[config.mk]
export PLATFORM = sky130hd
export DESIGN_NAME = rr_grant_arbiter_flat
export DESIGN_NICKNAME = d
export VERILOG_FILES = /design/src/rtl/rr_grant_arbiter_pkg.sv /design/src/rtl/rr_grant_arbiter_if.sv /design/src/rtl/rr_grant_arbiter_prio_enc8.sv /design/src/rtl/rr_grant_arbiter.sv /design/src/flat_wrapper.sv
export SDC_FILE = /design/constraint.sdc
export NUM_CORES = 1
export LEC_CHECK = 0
export BUFFER_PORTS_ARGS = -buffer_cell sky130_fd_sc_hd__buf_2
export CAP_MARGIN = 20
export CORE_MARGIN = 2
export CORE_UTILIZATION = 54
export DETAILED_ROUTE_END_ITERATION = 10
export PLACE_DENSITY = 0.86
export SYNTH_ARGS = -nofsm -noshare
export SYNTH_HDL_FRONTEND = slang
export SYNTH_SLANG_ARGS = --single-unit
[constraint.sdc]
create_clock -name clk -period 3.2 [get_ports clk]
set_input_delay 0.16 -clock clk [delete_from_list [all_inputs] [get_ports clk]]
set_output_delay 0.16 -clock clk [all_outputs]
set_load 0.01 [all_outputs]
[src/rtl/rr_grant_arbiter_pkg.sv]
`default_nettype none
// ============================================================================
// Module      : arb_pkg
// Description : Shared state encoding, sizes and index helper for the
//               round-robin grant arbiter.
// Revision    : 1.0 - initial release
// ============================================================================
package arb_pkg;

    localparam int N_REQ = 8;
    localparam int ID_W  = 3;

    typedef enum logic {
        ST_IDLE  = 1'b0,
        ST_GRANT = 1'b1
    } state_t;

    // OR-reduction of indices is exact only for one-hot or all-zero input.
    function automatic logic [ID_W-1:0] onehot_to_idx(input logic [N_REQ-1:0] oh);
        logic [ID_W-1:0] idx;
        idx = '0;
        for (int i = 0; i < N_REQ; i++) begin
            if (oh[i]) begin
                idx = idx | ID_W'(i);
            end
        end
        return idx;
    endfunction

endpackage
`default_nettype wire

[src/rtl/rr_grant_arbiter_if.sv]
`default_nettype none
// ============================================================================
// Module      : rr_grant_arbiter_if
// Description : Request/grant bundle between requesters and the arbiter.
// Revision    : 1.0 - initial release
// ============================================================================
interface rr_grant_arbiter_if;
    import arb_pkg::*;

    logic [N_REQ-1:0] req;
    logic             done;
    logic [N_REQ-1:0] gnt;
    logic [ID_W-1:0]  gnt_id;
    logic             idle;
    logic             timeout;

    modport master (
        output req,
        output done,
        input  gnt,
        input  gnt_id,
        input  idle,
        input  timeout
    );

    modport slave (
        input  req,
        input  done,
        output gnt,
        output gnt_id,
        output idle,
        output timeout
    );

endinterface
`default_nettype wire

[src/rtl/rr_grant_arbiter_prio_enc8.sv]
`default_nettype none
// ============================================================================
// Module      : prio_enc8
// Description : 8-bit priority encoder, highest set index wins; one-hot,
//               binary index and 'none' outputs.
// Revision    : 1.0 - initial release
// ============================================================================
module prio_enc8
    import arb_pkg::*;
(
    input  wire logic [N_REQ-1:0] i_req,
    output logic      [N_REQ-1:0] o_onehot,
    output logic      [ID_W-1:0]  o_idx,
    output logic                  o_none
);

    logic [N_REQ-1:0] w_oh;

    // Ascending scan: each later hit overwrites, leaving the highest index.
    always_comb begin
        w_oh = '0;
        for (int i = 0; i < N_REQ; i++) begin
            if (i_req[i]) begin
                w_oh    = '0;
                w_oh[i] = 1'b1;
            end
        end
    end

    assign o_onehot = w_oh;
    assign o_idx    = onehot_to_idx(w_oh);
    assign o_none   = ~|i_req;

endmodule
`default_nettype wire

[src/rtl/rr_grant_arbiter.sv]
`default_nettype none
// ============================================================================
// Module      : rr_grant_arbiter
// Description : 8-way round-robin arbiter with descending rotation, grant
//               hold until release/done, and a hold-timeout forced release.
// Revision    : 1.0 - initial release
// ============================================================================
module rr_grant_arbiter
    import arb_pkg::*;
#(
    parameter int N        = 8,
    parameter int MAX_HOLD = 16
) (
    input  wire logic          clk,
    input  wire logic          rst,
    rr_grant_arbiter_if.slave  bus
);

    localparam int              HC_W        = (MAX_HOLD > 1) ? $clog2(MAX_HOLD) : 1;
    localparam logic [HC_W-1:0] c_HOLD_LAST = HC_W'(MAX_HOLD - 1);

    state_t           r_state;
    logic [N-1:0]     r_gnt;
    logic [ID_W-1:0]  r_gnt_id;
    logic [ID_W-1:0]  r_last;
    logic [HC_W-1:0]  r_hold;
    logic             r_timeout;

    state_t           w_state_nxt;
    logic [N-1:0]     w_gnt_nxt;
    logic [ID_W-1:0]  w_gnt_id_nxt;
    logic [ID_W-1:0]  w_last_nxt;
    logic [HC_W-1:0]  w_hold_nxt;
    logic             w_timeout_nxt;

    logic [N-1:0]     w_mask;
    logic [N-1:0]     w_req_msk;
    logic [N-1:0]     w_msk_oh;
    logic [N-1:0]     w_all_oh;
    logic [ID_W-1:0]  w_msk_id;
    logic [ID_W-1:0]  w_all_id;
    logic             w_msk_none;
    logic             w_all_none;
    logic [N-1:0]     w_sel_oh;
    logic [ID_W-1:0]  w_sel_id;

    logic             w_rel_drop;
    logic             w_rel_done;
    logic             w_rel_hold;
    logic             w_release;

    // Requesters strictly below the previous owner; empty when last is 0.
    assign w_mask    = (N'(1) << r_last) - N'(1);
    assign w_req_msk = bus.req & w_mask;

    prio_enc8 u_enc_msk (
        .i_req    (w_req_msk),
        .o_onehot (w_msk_oh),
        .o_idx    (w_msk_id),
        .o_none   (w_msk_none)
    );

    prio_enc8 u_enc_all (
        .i_req    (bus.req),
        .o_onehot (w_all_oh),
        .o_idx    (w_all_id),
        .o_none   (w_all_none)
    );

    assign w_sel_oh = w_msk_none ? w_all_oh : w_msk_oh;
    assign w_sel_id = w_msk_none ? w_all_id : w_msk_id;

    assign w_rel_drop = ~bus.req[r_gnt_id];
    assign w_rel_done = bus.done;
    assign w_rel_hold = (r_hold == c_HOLD_LAST);
    assign w_release  = w_rel_drop | w_rel_done | w_rel_hold;

    always_ff @(posedge clk) begin
        if (rst) begin
            r_state   <= ST_IDLE;
            r_gnt     <= '0;
            r_gnt_id  <= '0;
            r_last    <= '0;
            r_hold    <= '0;
            r_timeout <= 1'b0;
        end else begin
            r_state   <= w_state_nxt;
            r_gnt     <= w_gnt_nxt;
            r_gnt_id  <= w_gnt_id_nxt;
            r_last    <= w_last_nxt;
            r_hold    <= w_hold_nxt;
            r_timeout <= w_timeout_nxt;
        end
    end

    always_comb begin
        w_state_nxt   = r_state;
        w_gnt_nxt     = r_gnt;
        w_gnt_id_nxt  = r_gnt_id;
        w_last_nxt    = r_last;
        w_hold_nxt    = r_hold;
        w_timeout_nxt = 1'b0;

        case (r_state)
            ST_IDLE: begin
                if (!w_all_none) begin
                    w_state_nxt  = ST_GRANT;
                    w_gnt_nxt    = w_sel_oh;
                    w_gnt_id_nxt = w_sel_id;
                    w_hold_nxt   = '0;
                end
            end
            ST_GRANT: begin
                if (w_release) begin
                    w_state_nxt   = ST_IDLE;
                    w_gnt_nxt     = '0;
                    w_last_nxt    = r_gnt_id;
                    // Timeout flags only a purely forced release.
                    w_timeout_nxt = w_rel_hold & ~w_rel_drop & ~w_rel_done;
                end else begin
                    w_hold_nxt = r_hold + HC_W'(1);
                end
            end
            default: begin
                w_state_nxt = ST_IDLE;
                w_gnt_nxt   = '0;
            end
        endcase
    end

    assign bus.gnt     = r_gnt;
    assign bus.gnt_id  = r_gnt_id;
    assign bus.idle    = (r_state == ST_IDLE);
    assign bus.timeout = r_timeout;

endmodule
`default_nettype wire
[src/flat_wrapper.sv]
// flat-port wrapper written by rule: the top's interface ports become plain ports
module rr_grant_arbiter_flat import arb_pkg::*;
#(
    parameter int N        = 8,
    parameter int MAX_HOLD = 16
)
  (clk, rst, bus_req, bus_done, bus_gnt, bus_gnt_id, bus_idle, bus_timeout);
  rr_grant_arbiter_if bus_i ();
  input  wire logic clk;
  input  wire logic rst;
  input wire logic [$bits(bus_i.req)-1:0] bus_req;
  input wire logic [$bits(bus_i.done)-1:0] bus_done;
  output wire logic [$bits(bus_i.gnt)-1:0] bus_gnt;
  output wire logic [$bits(bus_i.gnt_id)-1:0] bus_gnt_id;
  output wire logic [$bits(bus_i.idle)-1:0] bus_idle;
  output wire logic [$bits(bus_i.timeout)-1:0] bus_timeout;
  assign bus_i.req = bus_req;
  assign bus_i.done = bus_done;
  assign bus_gnt = bus_i.gnt;
  assign bus_gnt_id = bus_i.gnt_id;
  assign bus_idle = bus_i.idle;
  assign bus_timeout = bus_i.timeout;
  rr_grant_arbiter #(.N(N), .MAX_HOLD(MAX_HOLD)) u_core (.clk(clk), .rst(rst), .bus(bus_i));
endmodule
==> flow_results.org <==
** Setup path
- STA classifies the critical path endpoint as a register.
- Arrival @ worst endpoint :: 2.76 ns
- Crit path kind :: reg2reg
- Data on the critical path is required at its endpoint by 3.41 ns.
- Worst-path maximum fanout :: 8
- STA classifies the critical path startpoint as a register.

** Place
- Half-perimeter wire length after placement :: 2320 um
- Post-placement cell area :: 1390 um^2
- Gpl congestion :: 0.878
- Port Buffers :: 23

** Cells and area
- Fraction of final layout cells sized beyond drive strength 1 :: 0.261
- The sequential cells in the finished layout cover a total of 400 um^2.
- Number of fill cells :: 193
- After the last flow step, the layout net total stands at 175.
- The repair_antennas step left the layout with diodes totalling 0.
- Final Cell Area :: 1440 um^2
- Area Overhead vs Synth :: 14.1%
- Combined area of the multi-input logic cells :: 815 um^2

** Clocking
- # Post-CTS Setup Buffers :: 0
- Counting the buffers created by CTS gives 3.
- CTS built an H-tree with a depth of 1.
- No sink is reached through more buffers than the 2 on the longest clock path.
- Hold bufs inserted after CTS :: 0
- TritonCTS Sinks :: 20
- Library cell used as clock root buffer :: sky130_fd_sc_hd__clkbuf_4
- For the worst-skew pair, the clock arrives at the later sink with an insertion delay of 0.31 ns.
- TritonCTS built the clock tree.
- Once the clock tree was built, the resizer swapped 0 gates to a different size.
- Clock-pin slew was measured on the worst setup and hold paths at 0.12 ns.

** Logic synthesis
- The most used flip-flop cell after synthesis is sky130_fd_sc_hd__dfxtp_1.
- Register bit total from synthesis :: 20
- The number of nets in the synthesized netlist is 152.
- For this run, the register share of the synthesized area comes to 0.317.
- Cell count after synthesis :: 139
- Post-synthesis cell area :: 1260 um^2
- Synthesized area per cell :: 9.10 um^2
- The synthesized netlist contains 48 unique library cells.
- Area fraction of the dominant cell type after synthesis :: 0.317
- The synthesized design spends more area on one cell type than any other, namely sky130_fd_sc_hd__dfxtp_1.
- Synth warnings :: 0
- Share of synthesized registers carrying an async set or reset :: 0
- The synthesized design contains 0 enable-type register cells.
- In the post-synthesis netlist, the biggest area contributors are sky130_fd_sc_hd__dfxtp_1 (32%), sky130_fd_sc_hd__a32o_1 (6.3%), sky130_fd_sc_hd__nand3_1 (4.4%), sky130_fd_sc_hd__nor2_1 (4.2%), sky130_fd_sc_hd__mux2i_1 (4.0%).

** Global route
- The first global-routing pass estimated 5190 um of wire.
- Vias in the first global route :: 1,145
- Grt total ovfl :: 0
- Initial antenna violation count :: 0
- Entering global routing, the biggest net connects 13 pins.
- Overall routing resource usage :: 0.256

** Floorplan
- Initial core utilization :: 0.572
- During I/O placement, the number of pins put on the boundary was 24.
- Die span in y :: 52.4 um
- The die covers 2750 um^2.
- Row generation in the floorplan step produced 17 rows.
- Width of the die :: 52.4 um
- Core region area :: 2210 um^2

** Status
- Run status :: finished clean

** STA
- Portion of the clock cycle consumed by the worst path in the final layout :: 0.798
- Setup repair after global routing missed its margin :: false
- The smallest clock period supported by the final layout is computed as 2.55 ns.
- The final hold violation count is 0.
- Highest clock frequency the design can meet :: 392 MHz
- Max-slew violation count :: 0
- Count of endpoints failing setup in the final report :: 0
- Headroom to the max-slew limit came out at 0.622.
- In the final timing run, aggregate negative setup slack is 0 ns.
- Final worst clock skew :: 0.00765 ns
- For the pin with the worst max-slew slack, the measured transition is 0.565 ns.

** Drt
- Number of DRC violations after detailed routing :: 0
- Detailed-route wire length :: 3080 um
- Once detail routing completed, the nets flagged for antenna violations numbered 0.
- The first detailed-routing pass ran for 4 iterations.
- The detailed router finished its first iteration with 62 violations.
- Via Count :: 1,215
- In the final routed layout, each cell accounts on average for 16.3 um.
- In the routed layout, each cell is associated on average with a via count of 6.43.

** Pwr
- Total leakage power :: 0.000652 uW
- Power density cells :: 637 nW/um^2
- Worst vdd ir :: 0.430 mV

** Min path
- The min-delay analysis places its worst path in the category in2reg.

** Flow run
- Across the run, the number of max-cap violations was 0.
==> layout by cell type, fill, tap and decap left out, drive strengths merged, types with 2 or more instances in the layout <==
cell / n
inv: 7
nor3b: 2
clkbuf: 3
and3: 2
o21ai: 3
a21oi: 6
nor2b: 5
nand3: 11
mux4: 2
or3: 4
nand4: 2
mux2: 2
a31oi: 2
o211ai: 3
a21o: 3
dfxtp: 20
a32o: 8
nand2b: 2
nor2: 15
buf: 23
and2: 3
o31ai: 2
ha: 2
mux2i: 5
nand2: 8
xor2: 3
==> Yosys cell counts (all sizes together), types with 2 or more instances <==
cell type  count
o21ai          3
mux4           2
nand4          2
dfxtp         20
inv            7
nor3b          2
ha             2
a21oi          6
and2           3
xor2           3
buf            3
a32o           8
nor2b          5
or3            4
nand3         11
and3           2
nand2          8
mux2           2
o31ai          2
a21o           3
o211ai         3
a31oi          2
mux2i          5
nand2b         2
clkbuf         2
nor2          15
==> worst max-delay path, stage by stage (launching register included) <==
cell	delay (ns)
sky130_fd_sc_hd__dfxtp_1	0.41
sky130_fd_sc_hd__or3_1	0.46
sky130_fd_sc_hd__ha_1	0.33
sky130_fd_sc_hd__xnor2_1	0.18
sky130_fd_sc_hd__a32o_1	0.29
sky130_fd_sc_hd__a211oi_4	0.38
sky130_fd_sc_hd__nand4_1	0.15
sky130_fd_sc_hd__a32o_1	0.25
==> kinds of logic after synthesis <==
kind of cell    after synthesis  synth area share
xor+xnor                      4            0.0277
flops                        20             0.317
compound gates               34             0.233
fa+ha+maj                     2            0.0198
buf+inv                      12            0.0396
simple gates                 58             0.267
mux                           9            0.0959
==> worst paths after layout <==
check	from	end	slack [ns]	cells past startpoint
worst max-delay path	u_core.r_last[0]$_SDFFE_PP0P_	u_core.bus.gnt_id[0]$_SDFFE_PP0P_	0.65	7
worst min-delay path	bus_req[7]	u_core.bus.gnt[7]$_SDFFE_PP0P_	0.13	3
worst max register to register	u_core.r_last[0]$_SDFFE_PP0P_	u_core.bus.gnt_id[0]$_SDFFE_PP0P_	0.65	7
worst min register to register	u_core.bus.gnt[7]$_SDFFE_PP0P_	u_core.bus.gnt[7]$_SDFFE_PP0P_	0.47	1
==> metal layers <==
layer / up-vias / share of wire / GRT usage
met5: - / 0 / 0
met1: 565 / 0.41 / 0.316
li1: 570 / - / -
met2: 69 / 0.49 / 0.450
met3: 11 / 0.075 / 0.0314
met4: 0 / 0.025 / 0.0983
==> power by group <==
| group | switching (uW) | internal, uW |
|---|---|---|
| Sequential | 44.5 | 283 |
| Clock | 84.2 | 127 |
| Combinational | 206 | 175 |
| Total | 335 | 584 |
==> cell type report <==
type,instances,share of cell area
clock buffer,3,0.0156
multi-input combinational,107,0.564
inverter,7,0.0182
sequential,20,0.277
clock inverter,1,0.0208
timing repair buffer,23,0.0797
tap,28,0.0243
==> stage by stage <==
stage	util	setup slack, ns	cells	total power, uW	hold WS, ns
after global placement	0.629	0.800	185	695	0.448
after detailed placement	0.629	0.733	185	706	0.447
after floorplan	-	0.829	139	606	0.262
after CTS	0.653	0.677	189	917	0.128
final	0.653	0.647	189	919	0.130
after global routing	0.653	0.467	189	972	0.147
==> state kept, by name, indices dropped and copies added, names as in the netlist <==
| name | cells |
|---|---|
| u_core.bus.gnt | 8 |
| u_core.r_hold | 4 |
| u_core.bus.gnt_id | 3 |
| u_core.r_last | 3 |
| u_core.bus.timeout | 1 |
| u_core.r_state | 1 |
Note: power is estimated with default switching activity, not from simulation.
